===== config.mk =====
export PLATFORM = sky130hd
export DESIGN_NAME = regfile_wb_queue
export DESIGN_NICKNAME = d
export VERILOG_FILES = /design/src/rtl/regfile_wb_queue.sv
export SDC_FILE = /design/constraint.sdc
export NUM_CORES = 1
export LEC_CHECK = 0
export CORE_UTILIZATION = 45
export DETAILED_ROUTE_END_ITERATION = 10
export GPL_TIMING_DRIVEN = 0
export PLACE_DENSITY_LB_ADDON = 0.2
export SYNTH_ARGS = -nofsm -noshare
export SYNTH_HDL_FRONTEND = slang
export SYNTH_SLANG_ARGS = --single-unit

===== constraint.sdc =====
create_clock -name clk -period 2 [get_ports clk]
set_clock_uncertainty 0.15 [all_clocks]
set_input_delay 0.4 -clock clk [delete_from_list [all_inputs] [get_ports clk]]
set_output_delay 0.4 -clock clk [all_outputs]
set_load 0.01 [all_outputs]

===== src/rtl/regfile_wb_queue.sv =====
// -----------------------------------------------------------------------------
// regfile_wb_queue
//   Writeback queue between a result producer and a single register-file write
//   port. Requests are held in a DEPTH-entry FIFO and retired in order whenever
//   the write port is free (rf_stall low). Writes to x0 are accepted and
//   dropped. The head entry is presented combinationally to the register file.
//
//   Optional feature: define WBQ_BYPASS_EN to enable two lookup ports that
//   return the youngest queued value for a register. Without it the bypass
//   outputs are tied low.
//
// Parameters
//   XLEN   register data width
//   DEPTH  queue entries, power of two, 2..16
//
// Ports
//   clk, rst_n                      clock, async active-low reset
//   wb_valid/wb_ready               producer handshake
//   wb_index, wb_data               destination register and value
//   rf_stall                        register-file write port busy this cycle
//   RegWEn/RegWriteIndex/Data       register-file write port
//   count                           occupied entries
//   byp_idx1/2                      bypass lookup indices
//   byp_hit1/2, byp_data1/2         bypass results
// -----------------------------------------------------------------------------
module regfile_wb_queue #(
    parameter int XLEN  = 32,
    parameter int DEPTH = 4
) (
    input  logic                     clk,
    input  logic                     rst_n,
    input  logic                     wb_valid,
    output logic                     wb_ready,
    input  logic [4:0]               wb_index,
    input  logic [XLEN-1:0]          wb_data,
    input  logic                     rf_stall,
    output logic                     RegWEn,
    output logic [4:0]               RegWriteIndex,
    output logic [XLEN-1:0]          RegWriteData,
    output logic [$clog2(DEPTH):0]   count,
    input  logic [4:0]               byp_idx1,
    input  logic [4:0]               byp_idx2,
    output logic                     byp_hit1,
    output logic                     byp_hit2,
    output logic [XLEN-1:0]          byp_data1,
    output logic [XLEN-1:0]          byp_data2
);

    localparam int PW = $clog2(DEPTH);
    localparam int CW = PW + 1;

    logic [PW-1:0]   wr_ptr;
    logic [PW-1:0]   rd_ptr;
    logic [4:0]      idx_mem  [DEPTH];
    logic [XLEN-1:0] data_mem [DEPTH];

    logic empty;
    logic full;
    logic push;
    logic pop;

    assign empty = (count == '0);
    assign full  = (count == CW'(DEPTH));
    assign pop   = !empty && !rf_stall;

    // A full queue still accepts when the head retires on the same edge.
    assign wb_ready = !full || pop;
    assign push     = wb_valid && wb_ready && (wb_index != 5'd0);

    assign RegWEn        = pop;
    assign RegWriteIndex = empty ? 5'd0 : idx_mem[rd_ptr];
    assign RegWriteData  = empty ? '0   : data_mem[rd_ptr];

    always_ff @(posedge clk or negedge rst_n) begin
        if (!rst_n) begin
            wr_ptr <= '0;
            rd_ptr <= '0;
            count  <= '0;
        end else begin
            if (push) wr_ptr <= wr_ptr + PW'(1);
            if (pop)  rd_ptr <= rd_ptr + PW'(1);
            case ({push, pop})
                2'b10:   count <= count + CW'(1);
                2'b01:   count <= count - CW'(1);
                default: count <= count;
            endcase
        end
    end

    // Storage needs no reset: contents are only observed through count.
    always_ff @(posedge clk) begin
        if (push) begin
            idx_mem[wr_ptr]  <= wb_index;
            data_mem[wr_ptr] <= wb_data;
        end
    end

`ifdef WBQ_BYPASS_EN
    logic [PW-1:0] slot;

    // Scan oldest to youngest so the last match wins. The head being popped
    // this cycle is still inside count, so it remains visible.
    always_comb begin
        byp_hit1  = 1'b0;
        byp_hit2  = 1'b0;
        byp_data1 = '0;
        byp_data2 = '0;
        slot      = '0;
        for (int i = 0; i < DEPTH; i++) begin
            slot = rd_ptr + PW'(i);
            if (CW'(i) < count) begin
                if (byp_idx1 != 5'd0 && idx_mem[slot] == byp_idx1) begin
                    byp_hit1  = 1'b1;
                    byp_data1 = data_mem[slot];
                end
                if (byp_idx2 != 5'd0 && idx_mem[slot] == byp_idx2) begin
                    byp_hit2  = 1'b1;
                    byp_data2 = data_mem[slot];
                end
            end
        end
    end
`else
    logic byp_unused;
    assign byp_unused = ^{byp_idx1, byp_idx2};
    assign byp_hit1   = 1'b0;
    assign byp_hit2   = 1'b0;
    assign byp_data1  = '0;
    assign byp_data2  = '0;
`endif

endmodule

==> metrics.txt <==
status=complete, but fails checks; failing checks=setup timing; first-pass GRT wire length=17,900 µm; Setup violations, final=39; Synth Area in Adders=1.27%; kind of critical path=flop to output pin; Crit path required time=1450 ps; utilization after layout=63.5%; antenna cells=0; multiplexer share of the synthesized area=13.1%; leakage=3.51 nW; Net Sw Power=0.00375 W; root buffer cell=clkbuf_16; clk_lat worst skew=410 ps; Via density=4.69; Top Layer Used=met4; fin crit period=2470 ps; hold_ws=72.7 ps; # rows=43; TritonCTS Buffers=17; Max VDD drop=0.000983 V; num ports=159; Sequential Power Share=34.0%; Area growth syn-to-layout=36.5%; GP Congestion=0.669; post-cts hold buffer count=0; final slew viol count=0; complex-gate fraction of the synthesized area=0.326%; hold crit path type=input pin to flop; CP endpoint kind=output pin; reg-to-reg endpoint=count[2]; Total GRT Usage=16.8%; worst reg2reg startpoint=count[0]; DR pass1 iterations=4; Worst Hold End=idx_mem[3][3]; Clock Sink Count=155; die area=15,000 µm²; Comb power frac=42.6%; final-report hold violation count=0; Initial Utilization=46.5%; Worst R2R Path Depth=10; FILL cells=1,060; RSZ-0062 raised after global routing=yes; Final WS setup=-473 ps; Post-DP Area=7830 µm²; initial antenna violation count=0; Reg clk slew, reported paths=60 ps; highest clock rate=404 MHz; Mapped Area=6530 µm²; most used cell along the critical path=buf_6; port bufs=82; Worst Hold Depth=1; Max-cap violations=0; commonest non-fill, non-tap cell in the layout=edfxtp_1; PwrDens=1480 nW/µm²; synthesized area per cell=19.3 µm²; TritonCTS clock tree=done; Tcrit/Tclk final=124%; H-Tree Depth=4; die width=122 µm; routed length on met2=6350 µm; Routed WL=12,500 µm; Simple-Gate Fraction of Synth Area=4.58%; internal power=0.00942 W; Max Fanout on Critical Path=5; Max stage delay on crit path=490 ps; fraction of layout cells with a size suffix above 1=45.0%; met3 routed WL=736 µm; post-route cell area=8910 µm²; delay-heaviest family, CP=buffers and inverters; via count=3,386; Arrival @ worst endpoint=1920 ps; Iter 0 DRT Violations=200; CTS Buffer Depth=2; vias in the first global route=3,355; post-DP HPWL=6910 µm; Clock power frac=23.4%; largest net degree at the start of global routing=38; register area=4620 µm²; Post-Synth XOR/XNOR Area=0.805%; area of the core=14,000 µm²; crit path launch type=flop; register area share after synthesis=70.8%; Die Height=122 µm; HP Start=wb_index[3]; switching part of the total=28.5%; most frequent cells in the layout=148 x edfxtp_1, 80 x buf_4, 66 x conb_1; ANT nets after route=0; Nets=586; cell-by-cell trace of the critical path=buf_6, buf_6, buf_16, mux4_2, nor2b_1, buf_2; total grt overflow=0; average wire per standard cell=17.3 µm; largest family of logic cells by synthesized area=multiplexers; Remaining DRCs=0; Worst Setup SP=rd_ptr[0]; Post-Synthesis Cells=339; multi-input logic area=1820 µm²; WL met1=5270 µm; CP bufs+invs=4; Warnings, synthesis=0; CP max stage cell=mux4_2; Yosys reg bits=155; Unique masters post-synth=23; r2r setup slk=-100 ps
==> flip-flops by register name (all words and copies together), names as in the netlist <==
register / cells
data_mem: 128
idx_mem: 20
count: 3
rd_ptr: 2
wr_ptr: 2
==> cells in the mapped netlist (all sizes together) <==
library cell | count | share of area (%)
xnor2 | 2 | 0.27
ha | 5 | 0.96
or3 | 1 | 0.096
nor2b | 37 | 3.5
dfrtp | 7 | 2.7
conb | 1 | 0.057
buf | 74 | 8.5
and2 | 4 | 0.46
nand4bb | 1 | 0.17
mux2 | 1 | 0.23
clkbuf | 4 | 0.23
fa | 1 | 0.31
nor3 | 1 | 0.077
mux2i | 1 | 0.15
o311a | 1 | 0.33
edfxtp | 148 | 68
nor3b | 1 | 0.12
mux4 | 37 | 13
xor2 | 4 | 0.54
inv | 6 | 0.35
nor2 | 2 | 0.12
==> metal layers <==
| metal | track usage, % | up-vias |
|---|---|---|
| met5 | 0 | - |
| met4 | 5.95 | 0 |
| met3 | 4.37 | 14 |
| met2 | 27.6 | 127 |
| met1 | 21.6 | 1691 |
| li1 | - | 1554 |
==> cell families after synthesis <==
group,Yosys count
other,1
adder cells (fa/ha/maj),6
XOR/XNOR,6
multiplexers,39
buffers and inverters,84
AND/OR/NAND/NOR,47
AO/OA/AOI/OAI,1
flip-flops,155
==> worst max path at each step <==
stage	to	slack [ps]	depth (start not counted)
after global routing	RegWriteData[29]	-530	6
after detailed placement	count[2]	-940	10
final	RegWriteData[3]	-470	6
after floorplan	count[2]	-330	9
after global placement	RegWriteData[25]	-910	5
after CTS	RegWriteData[28]	-590	7
==> final cells by class <==
cell class                 instances  share of cell area [%]
timing repair buffer             104                    11.6
sequential                       155                    51.9
multi-input combinational        169                    20.4
buffer                            76                    6.94
inverter                           6                   0.281
tap                              180                    2.53
clock inverter                    12                    1.45
clock buffer                      20                    4.90
==> power groups by stage <==
| stage | registers (W) | logic [W] | clock network [W] |
|---|---|---|---|
| 2_1_floorplan | 0.00448 | 0.00261 | 0 |
| 3_3_place_gp | 0.00450 | 0.00449 | 0 |
| 3_5_place_dp | 0.00454 | 0.00451 | 0 |
| 4_1_cts | 0.00449 | 0.00517 | 0.00313 |
| 5_1_grt | 0.00453 | 0.00602 | 0.00325 |
| 6_report | 0.00448 | 0.00561 | 0.00308 |
==> worst register-to-register path, cell delays in order (launching register included) <==
cell and delay, ps:
dfrtp_2 440, nand4bb_4 240, o311a_4 150, buf_6 130, inv_4 40, ha_4 120, inv_2 30, fa_2 330
xor2_1 150, nor2_1 120, xor2_1 150
==> per-stage QoR <==
stage	setup TNS [ps]	instances	worst slack [ps]	power, W
after CTS	-19110	715	-591	0.0128
after floorplan	-8600	404	-328	0.00709
after detailed placement	-156810	666	-936	0.00905
after global placement	-154480	666	-913	0.00899
after global routing	-18450	722	-530	0.0138
final	-16120	722	-473	0.0132
==> repair_timing <==
action	4_1_cts	5_1_grt
setup buffers	14	5
endpoints found under the setup margin	192	189
pin swaps	5	7
cloned	3	5
gates resized for setup	252	39
(Power assumes the default switching activity.)
